==> src/rtl/sync_fifo.sv <==
// Single-clock VALID/READY FIFO with occupancy count, almost-full/empty flags, flush and registered head.
// Latency: a word written into an empty FIFO appears on rdata_o/rvalid_o one cycle later.
// Backpressure: wready_o drops only when full and reopens one cycle after a read; all outputs come from registers.
// Optional build macro SYNC_FIFO_PEAK_EN enables the high-water-mark register; otherwise peak_o is 0.
module sync_fifo #(
    parameter int WIDTH     = 32,
    parameter int DEPTH     = 4,
    parameter int AFULL_TH  = (1 << DEPTH) - 1,
    parameter int AEMPTY_TH = 1
) (
    input  logic             clk_i,
    input  logic             reset_i,
    input  logic             flush_i,
    input  logic [WIDTH-1:0] wdata_i,
    input  logic             wvalid_i,
    output logic             wready_o,
    output logic [WIDTH-1:0] rdata_o,
    output logic             rvalid_o,
    input  logic             rready_i,
    output logic [DEPTH:0]   level_o,
    output logic             afull_o,
    output logic             aempty_o,
    output logic [DEPTH:0]   peak_o
);

    localparam int             CAP     = 1 << DEPTH;
    localparam logic [DEPTH:0] CAP_LVL = (DEPTH+1)'(CAP);
    localparam logic [DEPTH:0] AF_LVL  = (DEPTH+1)'(AFULL_TH);
    localparam logic [DEPTH:0] AE_LVL  = (DEPTH+1)'(AEMPTY_TH);
    localparam logic [DEPTH:0] LVL_ONE = (DEPTH+1)'(1);
    localparam logic [DEPTH-1:0] PTR_ONE = DEPTH'(1);

    logic [WIDTH-1:0] mem_q [CAP];
    logic [DEPTH-1:0] wr_ptr_q, wr_ptr_d;
    logic [DEPTH-1:0] rd_ptr_q, rd_ptr_d;
    logic [DEPTH:0]   level_q, level_d;
    logic [WIDTH-1:0] rdata_q, rdata_d;
    logic             do_wr, do_rd;

    // Handshakes are judged purely on registered flags; flush cancels both sides.
    assign wready_o = (level_q != CAP_LVL);
    assign rvalid_o = (level_q != '0);
    assign do_wr    = wvalid_i && wready_o && !flush_i;
    assign do_rd    = rvalid_o && rready_i && !flush_i;

    assign level_o  = level_q;
    assign rdata_o  = rdata_q;
    assign afull_o  = (level_q >= AF_LVL);
    assign aempty_o = (level_q <= AE_LVL);

    // Next-state for pointers, level and the head register.
    // The head slot can be the one written this cycle (empty FIFO, or read+write at level 1),
    // in which case the incoming word bypasses the array straight into the head register.
    always_comb begin
        wr_ptr_d = wr_ptr_q;
        rd_ptr_d = rd_ptr_q;
        level_d  = level_q;
        rdata_d  = rdata_q;
        if (flush_i) begin
            wr_ptr_d = '0;
            rd_ptr_d = '0;
            level_d  = '0;
        end else begin
            if (do_wr) wr_ptr_d = wr_ptr_q + PTR_ONE;
            if (do_rd) rd_ptr_d = rd_ptr_q + PTR_ONE;
            if (do_wr && !do_rd) level_d = level_q + LVL_ONE;
            if (do_rd && !do_wr) level_d = level_q - LVL_ONE;
            if (do_wr && (wr_ptr_q == rd_ptr_d)) rdata_d = wdata_i;
            else                                 rdata_d = mem_q[rd_ptr_d];
        end
    end

    // Storage array: written on accepted writes only, contents need no reset.
    always_ff @(posedge clk_i) begin
        if (do_wr) mem_q[wr_ptr_q] <= wdata_i;
    end

    // Control state and head register; reset outranks flush, which is folded into the _d logic.
    always_ff @(posedge clk_i) begin
        if (reset_i) begin
            wr_ptr_q <= '0;
            rd_ptr_q <= '0;
            level_q  <= '0;
            rdata_q  <= '0;
        end else begin
            wr_ptr_q <= wr_ptr_d;
            rd_ptr_q <= rd_ptr_d;
            level_q  <= level_d;
            rdata_q  <= rdata_d;
        end
    end

`ifdef SYNC_FIFO_PEAK_EN
    logic [DEPTH:0] peak_q, peak_d;

    // High-water mark tracks the next level; flush leaves it untouched.
    always_comb begin
        peak_d = (level_d > peak_q) ? level_d : peak_q;
    end

    // Peak register, cleared only by reset.
    always_ff @(posedge clk_i) begin
        if (reset_i) peak_q <= '0;
        else         peak_q <= peak_d;
    end

    assign peak_o = peak_q;
`else
    assign peak_o = '0;
`endif

endmodule

==> config.mk <==
export PLATFORM = sky130hd
export DESIGN_NAME = sync_fifo
export DESIGN_NICKNAME = d
export VERILOG_FILES = /design/src/rtl/sync_fifo.sv
export SDC_FILE = /design/constraint.sdc
export NUM_CORES = 1
export LEC_CHECK = 0
export BUFFER_PORTS_ARGS = -buffer_cell sky130_fd_sc_hd__clkbuf_2
export CAP_MARGIN = 20
export CORE_MARGIN = 2
export CORE_UTILIZATION = 25
export CTS_CLUSTER_DIAMETER = 100
export CTS_CLUSTER_SIZE = 25
export DETAILED_ROUTE_END_ITERATION = 7
export PLACE_DENSITY = 0.45
export SETUP_SLACK_MARGIN = 0.3
export SLEW_MARGIN = 10
export SYNTH_ARGS = -nofsm -noshare
export SYNTH_HDL_FRONTEND = slang
export SYNTH_SLANG_ARGS = --single-unit
==> constraint.sdc <==
create_clock -name clk_i -period 8.54 [get_ports clk_i]
set_input_delay 1.708 -clock clk_i [delete_from_list [all_inputs] [get_ports clk_i]]
set_output_delay 1.708 -clock clk_i [all_outputs]
set_load 0.03 [all_outputs]
==> flow_summary.yaml, run 1 <==
status:
  run_status: "completed"
clocking:
  clock_path_buffers: 3
  cts_resized: 0
  htree_levels: 1
  cts.sinks: 557
  clock_latency_ns: 0.64
  root_buffer: "clkbuf_16"
  cts_tree: "done"
  ctsHoldBuffers: 0
  clkSlewWorstSetupHoldPaths_ns: 0.10
  cts_setup_buffers: 0
  cts_buffers: 29
power_and_ir_drop:
  power.density_nw_per_um2: 170
  ir_drop_uv: 150
  p_leak_nw: 8.61
worst_hold_path:
  hold_path.class: "flop to flop"
  hold-path-cell-count: 3
yosys:
  synthFlopType: "edfxtp_1"
  netlist.area_leader.share_pct: 58.4
  avgSynthCellArea_um2: 15.9
  synth_cells: 1651
  synth_area_leaders: "edfxtp_1 (58%), mux4_2 (11%), mux2i_1 (9.8%), dfxtp_1 (3.4%), o22ai_1 (2.2%)"
  synth_edf_count: 512
  ys_async_sr_fraction_pct: 0
  ys_seq_area_share_pct: 61.8
  ys_ff_latch: 557
  synth_cell_types: 58
  mappedNetlistArea_um2: 26300
  synthTopCellsByCount: "edfxtp_1 (512), mux2i_1 (258), mux4_2 (127)"
  yosysWarnings: 0
  yosys.area.top_type: "edfxtp_1"
  synth.most_common_cell: "edfxtp_1"
drt:
  drcViolationCount: 0
  wl_per_cell_um: 27.1
  drt-total-wl_um: 83500
  via_count: 15900
  via_per_inst: 5.16
  drt_iter0_drc: 1517
  drtAntennaViolNets: 0
  first_pass_iters: 6
timing:
  hold_viol: 0
  drv_slew: 0
  fin_crit_sh_pct: 54.8
  setup_viol: 0
  setup_slack_ns: 3.86
  fin_crit_ns: 4.68
  rsz0062_at_grt: "no"
  slew_headroom_pct: 27.9
  fin_setup_tns_ns: 0
  fin_skew_ns: 0.0272
  worst_pin_slew_ns: 1.08
  worst_hold_slack_ns: 0.603
  fmax_ghz: 0.214
die:
  die_w_um: 328
  io_pins: 83
  core_region_area_um2: 105000
  start_util_pct: 25.1
  fp.dieH_um: 328
  num_rows: 119
  dieArea_um2: 108000
layout:
  synthToLayoutAreaGrowth_pct: 11.1
  drive_above_1_share_pct: 20.3
  seq_area_um2: 16300
  multi_input_area_um2: 9340
  fillers: 10600
  nNetsFinal: 1714
  design_area_um2: 29200
global_routing:
  grt_max_degree: 131
  grt-ovfl-total: 0
  grt_pass1_wl_um: 120000
  first_global_vias: 16600
  grt_usage_pct: 15.3
  antenna_found_initial: 5
place:
  post-dp-hpwl_um: 48500
  place_congestion: 0.757
  place_ws_ns: 3.73
  io_buffer_count: 77
  post_dp_cell_area_um2: 28300
critical_path:
  crit_slowest_cell: "and2_1"
  crit_path_max_fanout: 130
  crit_type: "flop to flop"
  slowest_delay_ns: 0.89
  cp_cell_sequence: "buf_4 -> buf_12 -> nand3_1 -> xnor2_1 -> nor2_1 -> o22ai_2 -> buf_4 -> and2_1 -> a221oi_1"
  worst_setup_path_start_kind: "flop"
  endpoint_kind: "flop"
  crit_arrival_ns: 5.15
  reg2reg_depth: 9
  cp_common_cell: "buf_4"
  crit_required_ns: 9.01
flow_run:
  drv_cap: 0
[cells in the final DEF (no fill, tap or decap), types with 15 or more instances in the layout]
master	n
mux4_2	127
nand2_1	35
edfxtp_1	512
a211o_1	29
clkbuf_16	29
o21ai_1	15
inv_1	44
buf_4	42
a221oi_1	62
nor3b_1	18
clkbuf_2	76
a31oi_1	15
dfxtp_1	43
nor2_1	38
o22ai_1	91
mux2i_1	258
a22o_1	58
[path summary, 6_finish.rpt]
path               startpoint          end  slack, ns
setup / recovery  rd_ptr_q[1]   rdata_o[0]       3.86
hold / removal    rdata_o[10]  rdata_o[10]       0.60
setup reg to reg  rd_ptr_q[1]   rdata_o[0]       3.86
hold reg to reg   rdata_o[10]  rdata_o[10]       0.60
[where the power goes]
part           total (W)  internal [W]  switching, W
combinational   0.000297     0.0000933      0.000204
sequential       0.00303       0.00300     0.0000293
clock            0.00164      0.000711      0.000933
total            0.00497       0.00380       0.00117
[worst max-delay path: cells and delay by family, from the launching register on]
kind	cells	cell delay, ns
xor gates and xnor gates	1	0.23
and+or+nand+nor	3	1.23
AOI/OAI and AO/OA	2	0.38
buffers and inverters	3	1.79
DFF	1	0.80
[kinds of logic after synthesis]
kind of cell	after synthesis	share of synthesized area [%]
DFF	557	61.8
xor gates and xnor gates	15	0.499
adders and majority gates	11	0.523
and+or+nand+nor	155	2.98
other	1	0.0142
muxes	386	20.7
AOI/OAI and AO/OA	338	9.94
buffers and inverters	188	3.50
[final cells by class]
type | count | area share (%)
Clock buffer | 41 | 2.74
Sequential cell | 557 | 55.7
Antenna cell | 2 | 0.0171
Clock inverter | 11 | 0.518
Multi-Input combinational cell | 910 | 32.0
Inverter | 47 | 0.603
Tap cell | 1391 | 5.95
Timing Repair Buffer | 121 | 2.52
[state kept, by name, summed over array words and instances, names as in the netlist]
| signal | count |
|---|---|
| mem_q | 512 |
| rdata_o | 32 |
| level_o | 5 |
| rd_ptr_q | 4 |
| wr_ptr_q | 4 |
[per-stage QoR]
| stage | power (W) | std cells | util (%) |
|---|---|---|---|
| after floorplan | 0.00325 | 1655 | - |
| final | 0.00497 | 3080 | 27.9 |
| after CTS | 0.00502 | 3078 | 27.9 |
| after global placement | 0.00339 | 3025 | 27.0 |
| after global routing | 0.00513 | 3079 | 27.9 |
| after detailed placement | 0.00339 | 3026 | 27.0 |
[layer usage]
layer	track usage, %	up-vias	part of all wire, %
met5	0	-	0.029
met4	3.61	4	2.0
met3	2.45	101	6.1
met2	25.9	518	49
met1	20.4	8478	43
li1	-	6790	-
Note: power is estimated with default switching activity, not from simulation.
==> run 2, diff against run 1 <==
Clock period 8.54 ns to 4.8 ns, I/O delays scaled along.
==> run 2 against run 1 <==
  * Fmax grew 41%
  * Largest power group unchanged
  * Critical path type unchanged
  * Count of clock-buffer cells in the layout grew 3
  * Critical endpoint is now rdata_o[28]
  * Hold slack got worse by 0.030 ns
==> flow_summary.yaml, run 2 (same netlist as run 1, synthesis figures left out) <==
timing:
  fin_setup_tns_ns: 0
  drv_slew: 0
  fin_crit_sh_pct: 69.2
  worst_pin_slew_ns: 1.05
  slew_headroom_pct: 30.2
  setup_viol: 0
  fin_skew_ns: 0.0282
  fin_crit_ns: 3.32
  fmax_ghz: 0.301
  setup_slack_ns: 1.48
  hold_viol: 0
  rsz0062_at_grt: "no"
drt:
  drt_iter0_drc: 1460
  via_per_inst: 5.12
  drtAntennaViolNets: 0
  first_pass_iters: 5
  wl_per_cell_um: 27.2
  drcViolationCount: 0
  via_count: 15800
  drt-total-wl_um: 84000
layout:
  mostFrequentLayoutCells: "edfxtp_1 (512), mux2i_1 (258), mux4_2 (127), o22ai_1 (91), clkbuf_2 (76)"
  final_common_cell: "edfxtp_1"
  multi_input_area_um2: 9340
  synthToLayoutAreaGrowth_pct: 11.5
  drive_above_1_share_pct: 20.3
  largest_register_ff_count: 512
  seq_area_um2: 16300
  regMostFlops: "mem_q"
  nNetsFinal: 1720
  fillers: 10500
die:
  die_w_um: 328
  dieArea_um2: 108000
  core_region_area_um2: 105000
  start_util_pct: 25.1
  num_rows: 119
  fp.dieH_um: 328
  io_pins: 83
global_routing:
  grt-ovfl-total: 0
  grt_pass1_wl_um: 120000
  grt_usage_pct: 15.3
  first_global_vias: 16300
  antenna_found_initial: 9
  grt_max_degree: 112
clocking:
  cts_tree: "done"
  clock_path_buffers: 3
  ctsHoldBuffers: 0
  cts_setup_buffers: 0
  cts_buffers: 29
  cts_resized: 0
  htree_levels: 1
  clock_latency_ns: 0.63
  cts.sinks: 557
  clkSlewWorstSetupHoldPaths_ns: 0.10
  root_buffer: "clkbuf_16"
critical_path:
  endpoint_kind: "flop"
  r2r_slack_ns: 1.48
  crit_arrival_ns: 3.80
  crit_required_ns: 5.28
  crit_path_max_fanout: 24
  worst_setup_path_start_kind: "flop"
  reg2reg_depth: 11
  crit_type: "flop to flop"
power_and_ir_drop:
  power.share.clock_pct: 32.6
  p_switching_w: 0.00208
  power.density_nw_per_um2: 298
  seq_power_share_pct: 61.4
  combPwrFrac_pct: 6.0
  p_leak_nw: 8.65
  intPower_w: 0.00668
  switching_share_pct: 23.7
  ir_drop_uv: 288
status:
  run_status: "completed"
place:
  io_buffer_count: 77
  place_ws_ns: 0.984
  place_congestion: 0.767
  post-dp-hpwl_um: 46800
worst_hold_path:
  hold_path.class: "flop to flop"
  hold-path-cell-count: 3
flow_run:
  drv_cap: 0
run 2: changes by cell type in the layout (fill, tap and decap cells not counted), moves of 3 or more:
cell,previous run,this run
buf_4,42,39
clkbuf_1,9,15
clkbuf_8,3,0
buf_12,1,11
run 2: cell type report:
cell class / count / area share (%)
antenna: 1 / 0.00852
timing repair buffer: 127 / 3.06
tap: 1391 / 5.93
multi-input combinational: 910 / 31.8
sequential: 557 / 55.5
inverter: 47 / 0.601
clock buffer: 44 / 2.66
clock inverter: 10 / 0.452
run 2: metrics by stage:
step	utilization [%]	cells	area, um^2	total power, W	hold slack (ns)
after floorplan	-	1655	26300	0.00578	0.527
after global placement	27.1	3032	28400	0.00602	0.554
after detailed placement	27.1	3032	28400	0.00603	0.549
after CTS	28.0	3086	29400	0.00886	0.568
after global routing	28.0	3087	29400	0.00906	0.600
final	28.0	3087	29400	0.00876	0.573
run 2: routing by layer:
metal | global-route usage (%) | share of wire, %
met1 | 21.4 | 46
met2 | 25.4 | 48
met3 | 2.11 | 4.7
met4 | 2.73 | 1.5
met5 | 0 | 0.061
run 2: worst paths after layout:
kind / from / to
min reg2reg: rdata_o[31] / rdata_o[31]
min: rdata_o[31] / rdata_o[31]
max: level_o[0] / rdata_o[28]
max reg2reg: level_o[0] / rdata_o[28]
run 2: critical path, cell delays in order, from the launching register on:
cell	delay, ns
dfxtp_1	0.49
inv_1	0.10
ha_1	0.23
nor4b_4	0.17
inv_2	0.11
nand2_4	0.09
inv_2	0.52
nand4_1	0.22
a21oi_2	0.19
buf_4	0.32
a21o_2	0.54
o221ai_1	0.17
run 2: power groups by stage:
stage / clock network [W] / registers, W / logic [W]
after floorplan: 0 / 0.00552 / 0.000268
after global placement: 0 / 0.00550 / 0.000525
final: 0.00285 / 0.00538 / 0.000525
after detailed placement: 0 / 0.00550 / 0.000531
after CTS: 0.00295 / 0.00539 / 0.000531
after global routing: 0.00310 / 0.00539 / 0.000567
